## config.mk

```make
export PLATFORM = sky130hd
export DESIGN_NAME = cbutterfly_stream
export DESIGN_NICKNAME = d
export VERILOG_FILES = /design/src/rtl/fft_pkg.sv /design/src/rtl/cmul_stage.sv /design/src/rtl/cbutterfly_stream.sv
export SDC_FILE = /design/constraint.sdc
export NUM_CORES = 1
export LEC_CHECK = 0
export CORE_ASPECT_RATIO = 1.75
export CORE_MARGIN = 3
export CORE_UTILIZATION = 55
export DETAILED_ROUTE_END_ITERATION = 12
export HOLD_SLACK_MARGIN = 0.08
export PLACE_DENSITY = 0.81
export SYNTH_ARGS = -nofsm -noshare
export SYNTH_HDL_FRONTEND = slang
export SYNTH_SLANG_ARGS = --single-unit
```

## constraint.sdc

```tcl
create_clock -name clk -period 9.9 [get_ports clk]
set_input_delay 1.485 -clock clk [delete_from_list [all_inputs] [get_ports clk]]
set_output_delay 1.485 -clock clk [all_outputs]
set_load 0.005 [all_outputs]
```

## src/rtl/fft_pkg.sv

```systemverilog
// fft_pkg: shared mode encodings and width helpers for the streaming FFT stages
// Contents:
//   MODE_DIT / MODE_DIF  per-beat butterfly mode encoding
//   out_width()          full-precision butterfly output width
package fft_pkg;

    localparam logic MODE_DIT = 1'b0;
    localparam logic MODE_DIF = 1'b1;

    // One bit of growth for the complex-product add and one for the
    // butterfly add/sub covers the worst case of both DIT and DIF.
    function automatic int out_width(input int dw, input int ww);
        return dw + ww + 2;
    endfunction

endpackage

```

## src/rtl/cmul_stage.sv

```systemverilog
// cmul_stage: registered partial products of a complex multiply w * x
// Ports:
//   clk, rst        clock, asynchronous active-low reset
//   en              advance (hold when low)
//   w_re, w_im      twiddle, signed WW bits
//   x_re, x_im      operand, signed XW bits
//   rr, ii, ri, ir  registered products w_re*x_re, w_im*x_im, w_re*x_im, w_im*x_re
module cmul_stage #(
    parameter int WW = 8,
    parameter int XW = 9,
    parameter int PW = WW + XW
) (
    input  logic                 clk,
    input  logic                 rst,
    input  logic                 en,
    input  logic signed [WW-1:0] w_re,
    input  logic signed [WW-1:0] w_im,
    input  logic signed [XW-1:0] x_re,
    input  logic signed [XW-1:0] x_im,
    output logic signed [PW-1:0] rr,
    output logic signed [PW-1:0] ii,
    output logic signed [PW-1:0] ri,
    output logic signed [PW-1:0] ir
);

    always_ff @(posedge clk or negedge rst) begin
        if (!rst) begin
            rr <= '0;
            ii <= '0;
            ri <= '0;
            ir <= '0;
        end else if (en) begin
            rr <= PW'(w_re) * PW'(x_re);
            ii <= PW'(w_im) * PW'(x_im);
            ri <= PW'(w_re) * PW'(x_im);
            ir <= PW'(w_im) * PW'(x_re);
        end
    end

endmodule

```

## src/rtl/cbutterfly_stream.sv

```systemverilog
// cbutterfly_stream: 3-stage complex radix-2 butterfly, DIT/DIF per beat, valid/ready
// Ports:
//   clk, rst                       clock, asynchronous active-low reset
//   in_valid, in_ready             input handshake (in_ready = ~stall, combinational)
//   s                              beat mode: 0 = DIT, 1 = DIF
//   a_re, a_im, b_re, b_im         operands, signed DW bits
//   w_re, w_im                     twiddle, signed WW bits
//   out_valid, out_ready           output handshake
//   out_s                          mode of the beat on the outputs
//   outa_re, outa_im               upper output, signed OW bits
//   outb_re, outb_im               lower output, signed OW bits
module cbutterfly_stream
    import fft_pkg::*;
#(
    parameter int DW = 8,
    parameter int WW = 8,
    parameter int OW = out_width(DW, WW)
) (
    input  logic                 clk,
    input  logic                 rst,
    input  logic                 in_valid,
    output logic                 in_ready,
    input  logic                 s,
    input  logic signed [DW-1:0] a_re,
    input  logic signed [DW-1:0] a_im,
    input  logic signed [DW-1:0] b_re,
    input  logic signed [DW-1:0] b_im,
    input  logic signed [WW-1:0] w_re,
    input  logic signed [WW-1:0] w_im,
    output logic                 out_valid,
    input  logic                 out_ready,
    output logic                 out_s,
    output logic signed [OW-1:0] outa_re,
    output logic signed [OW-1:0] outa_im,
    output logic signed [OW-1:0] outb_re,
    output logic signed [OW-1:0] outb_im
);

    localparam int XW = DW + 1;
    localparam int PW = WW + XW;

    logic                 stall, en;
    logic                 v1, v2, s1, s2;
    logic signed [DW-1:0] a_re1, a_im1, b_re1, b_im1;
    logic signed [WW-1:0] w_re1, w_im1;
    logic signed [XW-1:0] sum_re1, sum_im1, dif_re1, dif_im1;
    logic signed [XW-1:0] x_re, x_im, u_re, u_im, u_re2, u_im2;
    logic signed [PW-1:0] rr, ii, ri, ir;
    logic signed [OW-1:0] p_re, p_im, ua_re, ua_im;

    // Every stage, bubbles included, moves together; only a full output
    // register that downstream refuses can hold the pipeline.
    assign stall    = out_valid & ~out_ready;
    assign en       = ~stall;
    assign in_ready = en;

    always_ff @(posedge clk or negedge rst) begin
        if (!rst) begin
            v1      <= 1'b0;
            s1      <= MODE_DIT;
            a_re1   <= '0;
            a_im1   <= '0;
            b_re1   <= '0;
            b_im1   <= '0;
            w_re1   <= '0;
            w_im1   <= '0;
            sum_re1 <= '0;
            sum_im1 <= '0;
            dif_re1 <= '0;
            dif_im1 <= '0;
        end else if (en) begin
            v1      <= in_valid;
            s1      <= s;
            a_re1   <= a_re;
            a_im1   <= a_im;
            b_re1   <= b_re;
            b_im1   <= b_im;
            w_re1   <= w_re;
            w_im1   <= w_im;
            sum_re1 <= XW'(a_re) + XW'(b_re);
            sum_im1 <= XW'(a_im) + XW'(b_im);
            dif_re1 <= XW'(a_re) - XW'(b_re);
            dif_im1 <= XW'(a_im) - XW'(b_im);
        end
    end

    // DIT multiplies the twiddle by b and passes a through; DIF multiplies
    // by the pre-difference and passes the pre-sum through.
    assign x_re = (s1 == MODE_DIF) ? dif_re1 : XW'(b_re1);
    assign x_im = (s1 == MODE_DIF) ? dif_im1 : XW'(b_im1);
    assign u_re = (s1 == MODE_DIF) ? sum_re1 : XW'(a_re1);
    assign u_im = (s1 == MODE_DIF) ? sum_im1 : XW'(a_im1);

    cmul_stage #(
        .WW(WW),
        .XW(XW),
        .PW(PW)
    ) u_cmul (
        .clk (clk),
        .rst (rst),
        .en  (en),
        .w_re(w_re1),
        .w_im(w_im1),
        .x_re(x_re),
        .x_im(x_im),
        .rr  (rr),
        .ii  (ii),
        .ri  (ri),
        .ir  (ir)
    );

    always_ff @(posedge clk or negedge rst) begin
        if (!rst) begin
            v2    <= 1'b0;
            s2    <= MODE_DIT;
            u_re2 <= '0;
            u_im2 <= '0;
        end else if (en) begin
            v2    <= v1;
            s2    <= s1;
            u_re2 <= u_re;
            u_im2 <= u_im;
        end
    end

    assign p_re  = OW'(rr) - OW'(ii);
    assign p_im  = OW'(ri) + OW'(ir);
    assign ua_re = OW'(u_re2);
    assign ua_im = OW'(u_im2);

    always_ff @(posedge clk or negedge rst) begin
        if (!rst) begin
            out_valid <= 1'b0;
            out_s     <= MODE_DIT;
            outa_re   <= '0;
            outa_im   <= '0;
            outb_re   <= '0;
            outb_im   <= '0;
        end else if (en) begin
            out_valid <= v2;
            out_s     <= s2;
            outa_re   <= (s2 == MODE_DIF) ? ua_re : ua_re + p_re;
            outa_im   <= (s2 == MODE_DIF) ? ua_im : ua_im + p_im;
            outb_re   <= (s2 == MODE_DIF) ? p_re : ua_re - p_re;
            outb_im   <= (s2 == MODE_DIF) ? p_im : ua_im - p_im;
        end
    end

endmodule

```

==> key figures, run 1 <==
Timing
  – Final worst path period need: 5685 ps
  – Hold slack: 456.2 ps
  – Part of the cycle the worst path needs: 57.43%
  – Final hold violations: 0
  – Worst-Margin Slew: 969.7 ps
  – Final setup fails: 0
  – Final Skew: 14.68 ps
  – FMAX: 0.1759 GHz
  – Relative slew slack: 35.35%
  – Max-slew violation count: 0
  – Unrepaired setup endpoints after global routing: false
  – Final setup TNS: 0 ps

Critical path
  – Critical-path top delay cell: mux2_2
  – R2r endpoint: u_cmul.ir[16]
  – CP Max Fanout: 42
  – Worst setup SP type: flip-flop
  – Crit path kind: flip-flop to flip-flop
  – Worst r2r path cells: 22
  – Most common cell on crit path: inv_1
  – CP endpoint kind: flip-flop
  – CP peak stage delay: 540 ps
  – Reg2reg start: s1
  – Worst EP arrival: 6180 ps
  – Crit-path cells: buf_4, mux2_2, and2_1, ha_1, inv_1, fa_1, inv_1, ha_1, inv_1, fa_1, inv_1, ha_1, inv_1, fa_1, nor2b_1, o21ai_0, a21oi_1, o211ai_1, a21oi_1, nor3_1, or4_1, nand3_1
  – Register-to-register setup slack: 4210 ps
  – CP Data Required Time: 10390 ps

Global route
  – Vias in the first global route: 22.00k
  – Initial antenna violation count: 0
  – Total track usage: 25.45%
  – Pin count of the biggest net entering global routing: 152
  – First-pass GRT wire length: 108600 microns
  – Gr ovfl total: 0

Clock tree
  – CTS buffer count: 26
  – H-tree depth: 1
  – TritonCTS clock tree: done
  – CTS clk-pin slew, worst paths: 60 ps
  – Hold buffer count at cts: 0
  – Resize count post-CTS: 0
  – Setup Buffers After CTS: 0
  – CTS Root Cell: clkbuf_16
  – Worst skew pair latency: 560 ps
  – CTS max path bufs: 3
  – Clk sinks: 246

Synthesis
  – Register area share after synthesis: 22.92%
  – Post-synth ARST share: 100.0%
  – Synth cell types: 86
  – Avg Inst Size Synth: 8.548 sq um
  – Yosys top cell area share: 22.92%
  – Post-synth EDFFs: 0
  – Area leader, netlist: dfrtp_1
  – Area of the mapped netlist: 26860 sq um
  – Yosys warning count: 0
  – Synth Flop Type: dfrtp_1
  – Synth Instances: 3142
  – Synth area leaders: dfrtp_1 23%, fa_1 19%, ha_1 12%
  – Synth top cells by count: 482 x inv_1, 402 x nand2_1, 262 x ha_1, 254 x fa_1, 246 x dfrtp_1
  – FF+latch count, synth: 246
  – Count leader, synth: inv_1
  – Mapped Nets: 3711

Routing
  – First DRT Iteration DRCs: 1271
  – Vias/cell: 5.530
  – Vias post-DR: 21.29k
  – Router iterations before antenna repair: 7
  – Drt drc: 0
  – Post-Route WL: 64720 microns
  – Routed len/inst: 16.81 microns
  – DRT antenna net count: 0

Placement
  – Post-DP HPWL: 49840 microns
  – Buffers added on ports: 127
  – Cells after DPL: 3801
  – RePlAce Congestion: 0.9334
  – Placement-stage cell area: 28550 sq um

Floorplanning
  – Area of the die: 51620 sq um
  – Die width: 173.0 microns
  – Initial core utilization: 55.94%
  – Die Height: 298.3 microns
  – Num rows: 106
  – Core area: 48010 sq um
  – Ports: 128

Worst hold path
  – Min-Delay Path Depth: 2
  – Min-Delay Endpoint: v2
  – HP Class: flip-flop to flip-flop
  – Min-Delay Startpoint: v2

Run status
  – Status: completed

Layout
  – Fraction of layout cells with a size suffix above 1: 3.749%
  – Synth-to-Final Area Change: 9.783%
  – NumNets Final: 3750
  – # diodes: 0
  – Fin cells: 3849
  – Final non-filler cell area: 29480 sq um

Run
  – Max-cap violations: 0
==> logic make-up after synthesis <==
| family | Yosys count | synth area share (%) |
|---|---|---|
| and+or+nand+nor | 997 | 17.33 |
| AOI/OAI and AO/OA | 576 | 13.35 |
| adders and majority gates | 516 | 31.14 |
| buffers and inverters | 617 | 8.796 |
| muxes | 42 | 1.645 |
| DFF | 246 | 22.92 |
| xor gates and xnor gates | 148 | 4.826 |
==> placed cells by master (no fill, tap or decap), types with 11 or more instances in the layout <==
cell type and instances:
or2_2 11, o21ai_1 15, nor2_1 219, or3_1 27, nand3_1 21, o31ai_1 23, xor2_1 44, o21a_1 17
nor3_1 52, nand2_1 402, ha_1 262, xnor2_1 104, a31oi_1 29, fa_1 254, and2_1 145, buf_4 15
o21bai_1 18, nand2b_1 30, o21ai_0 156, mux2_2 16, dfrtp_1 244, mux2i_1 25, clkdlybuf4s50_1 126, clkbuf_16 27
inv_1 481, a21o_1 29, nor2b_1 44, a21oi_1 181, o211ai_1 23
==> metrics by stage <==
stage / setup WS, ps / utilization (%)
after detailed placement: 4321 / 59.48
after CTS: 4264 / 61.41
after global routing: 3900 / 61.41
after global placement: 4435 / 59.48
final: 4215 / 61.41
after floorplan: 4653 / -
==> how the worst max path moves through the flow <==
stage          slack, ps       endpoint  start
6_report            4210  u_cmul.ir[16]     s1
4_1_cts             4260  u_cmul.ir[16]     s1
2_1_floorplan       4650  u_cmul.ir[16]     s1
3_3_place_gp        4430  u_cmul.ir[16]     s1
3_5_place_dp        4320  u_cmul.ir[16]     s1
5_1_grt             3900  u_cmul.ir[16]     s1
==> sequential cells by signal, summed over array words and instances (netlist names), 9 cells and up <==
register	count
outb_im	18
outa_im	18
u_cmul.ir	17
u_im2	9
u_cmul.ii	17
outa_re	18
u_cmul.ri	17
outb_re	18
sum_im1	9
sum_re1	9
u_re2	9
u_cmul.rr	17
==> final cells by class <==
class                           count  area [sq um]
Fill cell                        4122         18530
Multi-Input combinational cell   2279         18350
Sequential cell                   246          6161
Inverter                          485          1828
Timing Repair Buffer              143          1409
Tap cell                          648         810.8
Clock buffer                       35         745.7
Clock inverter                     13         183.9
==> layer usage <==
| layer | vias up | track usage [%] | share of wire [%] |
|---|---|---|---|
| li1 | 10170 | - | - |
| met1 | 10460 | 29.43 | 39 |
| met2 | 502 | 47.00 | 52 |
| met3 | 150 | 2.104 | 3.4 |
| met4 | 0 | 12.60 | 5.6 |
| met5 | - | 0 | 0 |
==> worst max-delay path: cells and delay by family, from the launching register on <==
| kind | cells | cell delay [ps] |
|---|---|---|
| simple gates | 5 | 1050 |
| fa+ha+maj | 6 | 2090 |
| compound gates | 4 | 730 |
| flops | 1 | 340 |
| buf+inv | 6 | 840 |
| mux | 1 | 540 |
Power of run 1 is left out: the tool's default activity adds up to more than one toggle a clock period on the data nets, which glitch-free logic cannot reach.
==> inputs of run 2 (changes only) <==
==> constraint.sdc (replaced) <==
create_clock -name clk -period 5.7 [get_ports clk]
set_input_delay 0.855 -clock clk [delete_from_list [all_inputs] [get_ports clk]]
set_output_delay 0.855 -clock clk [all_outputs]
set_load 0.005 [all_outputs]
==> key figures, run 2 (synthesis gave the netlist of run 1 again) <==
Layout
  – Most frequent cells in the layout: 481 x inv_1, 402 x nand2_1, 262 x ha_1
  – Synth-to-Final Area Change: 9.569%
  – Fin util: 61.29% (-0.12 points)
  – Multi-input gate area: 18350 sq um (unchanged)
  – Commonest non-fill, non-tap cell in the layout: inv_1
  – Fillers: 4113 (-0.22%)
  – NumNets Final: 3750 (unchanged)
  – Fraction of layout cells with a size suffix above 1: 3.598% (-0.15 points)
  – FF+latch area: 6163 sq um (about the same)

Placement
  – Buffers added on ports: 127 (unchanged)
  – Place WS: 343.8 ps (-3977 ps)
  – RePlAce Congestion: 0.9383 (+0.52%)
  – Post-DP HPWL: 49620 microns (-0.46%)

Global route
  – First-pass GRT wire length: 108000 microns (-0.55%)
  – Pin count of the biggest net entering global routing: 173 (+14%)
  – Total track usage: 25.26% (-0.18 points)
  – Gr ovfl total: 0 (unchanged)
  – Initial antenna violation count: 1 (+1)
  – Vias in the first global route: 22.27k (+1.2%)

Timing
  – Hold slack: 313.3 ps (-142.9 ps)
  – Max-slew violation count: 0 (unchanged)
  – Relative slew slack: 38.94% (+3.6 points)
  – Final Skew: 12.65 ps (-2.021 ps)
  – Part of the cycle the worst path needs: 93.48% (+36 points)
  – Final worst path period need: 5329 ps (-356.8 ps)
  – Final hold violations: 0 (unchanged)
  – Final worst slack: 371.4 ps (-3843 ps)
  – Final setup TNS: 0 ps (unchanged)
  – Final setup fails: 0 (unchanged)
  – Unrepaired setup endpoints after global routing: false
  – FMAX: 0.1877 GHz (+6.7%)
  – Worst-Margin Slew: 915.9 ps (-53.81 ps)

Clock tree
  – TritonCTS clock tree: done
  – CTS max path bufs: 3 (unchanged)
  – Resize count post-CTS: 0 (unchanged)
  – Worst skew pair latency: 550 ps (about the same)
  – CTS buffer count: 25 (-3.8%)
  – Hold buffer count at cts: 0 (unchanged)
  – CTS Root Cell: clkbuf_16
  – H-tree depth: 1 (unchanged)
  – Setup Buffers After CTS: 0 (unchanged)
  – Clk sinks: 246 (unchanged)
  – CTS clk-pin slew, worst paths: 70 ps (about the same)

Critical path
  – CP Data Required Time: 6180 ps (-4210 ps)
  – Worst setup SP type: flip-flop
  – Crit path kind: flip-flop to flip-flop
  – CP Max Fanout: 21 (-50%)
  – CP endpoint kind: flip-flop
  – Worst EP arrival: 5810 ps (-370 ps)

Floorplanning
  – Core area: 48010 sq um (unchanged)
  – Initial core utilization: 55.94% (unchanged)
  – Num rows: 106 (unchanged)
  – Die width: 173.0 microns (unchanged)
  – Die Height: 298.3 microns (unchanged)
  – Ports: 128 (unchanged)
  – Area of the die: 51620 sq um (unchanged)

Routing
  – Router iterations before antenna repair: 7 (unchanged)
  – Vias/cell: 5.565 (+0.64%)
  – Post-Route WL: 64590 microns (-0.19%)
  – Vias post-DR: 21.40k (+0.54%)
  – DRT antenna net count: 0 (unchanged)
  – Routed len/inst: 16.80 microns (about the same)
  – Drt drc: 0 (unchanged)
  – First DRT Iteration DRCs: 1335 (+5.0%)

Run status
  – Status: completed

Run
  – Max-cap violations: 0 (unchanged)

Worst hold path
  – HP Class: input port to asynchronous set/reset pin
## run 2: worst max-delay path, stage by stage (launching register included)
cell and delay, ps:
dfrtp_4 610, mux2_2 520, and2_1 210, ha_1 270, inv_1 50, fa_1 520, inv_1 50, ha_1 270
inv_1 70, fa_1 400, inv_1 60, ha_1 170, inv_1 70, fa_1 450, nor2b_1 140, o21ai_0 110
a21oi_1 250, o211ai_1 140, a21oi_1 200, nor3_1 100, or4_1 500, nand3_1 100
## run 2: worst paths after layout
kind / cells after the start / start / endpoint / slack, ps
min: 1 / rst / u_cmul.rr[16] / 310
max reg2reg: 21 / s1 / u_cmul.ir[16] / 370
min reg2reg: 2 / v2 / v2 / 460
min in group clk: 2 / v2 / v2 / 460
max in group asynchronous: 2 / rst / outa_re[10] / 4200
max: 21 / s1 / u_cmul.ir[16] / 370
## run 2: metal layers
metal | global-route usage, % | routed length (microns) | vias up
met2 | 47.08 | 34050 | 569
met5 | 0 | 0 | -
met3 | 2.805 | 2935 | 167
li1 | - | - | 10190
met1 | 28.80 | 24440 | 10470
met4 | 11.56 | 3164 | 0
## run 2: through the flow
| stage | area (sq um) | instances |
|---|---|---|
| after CTS | 29420 | 3844 |
| after global routing | 29430 | 3845 |
| after floorplan | 26860 | 3142 |
| after detailed placement | 28590 | 3802 |
| after global placement | 28590 | 3802 |
| final | 29430 | 3845 |
## run 2: final cells by class
class / count / share of cell area [%]
well taps: 648 / 2.755
flip-flops and latches: 246 / 20.94
clock buffers: 34 / 2.411
clock inverters: 8 / 0.4252
inverters: 485 / 6.212
diodes: 1 / 0.008504
repair buffers: 144 / 4.898
multi-input cells: 2279 / 62.35
Power of run 2 is left out for the same reason.
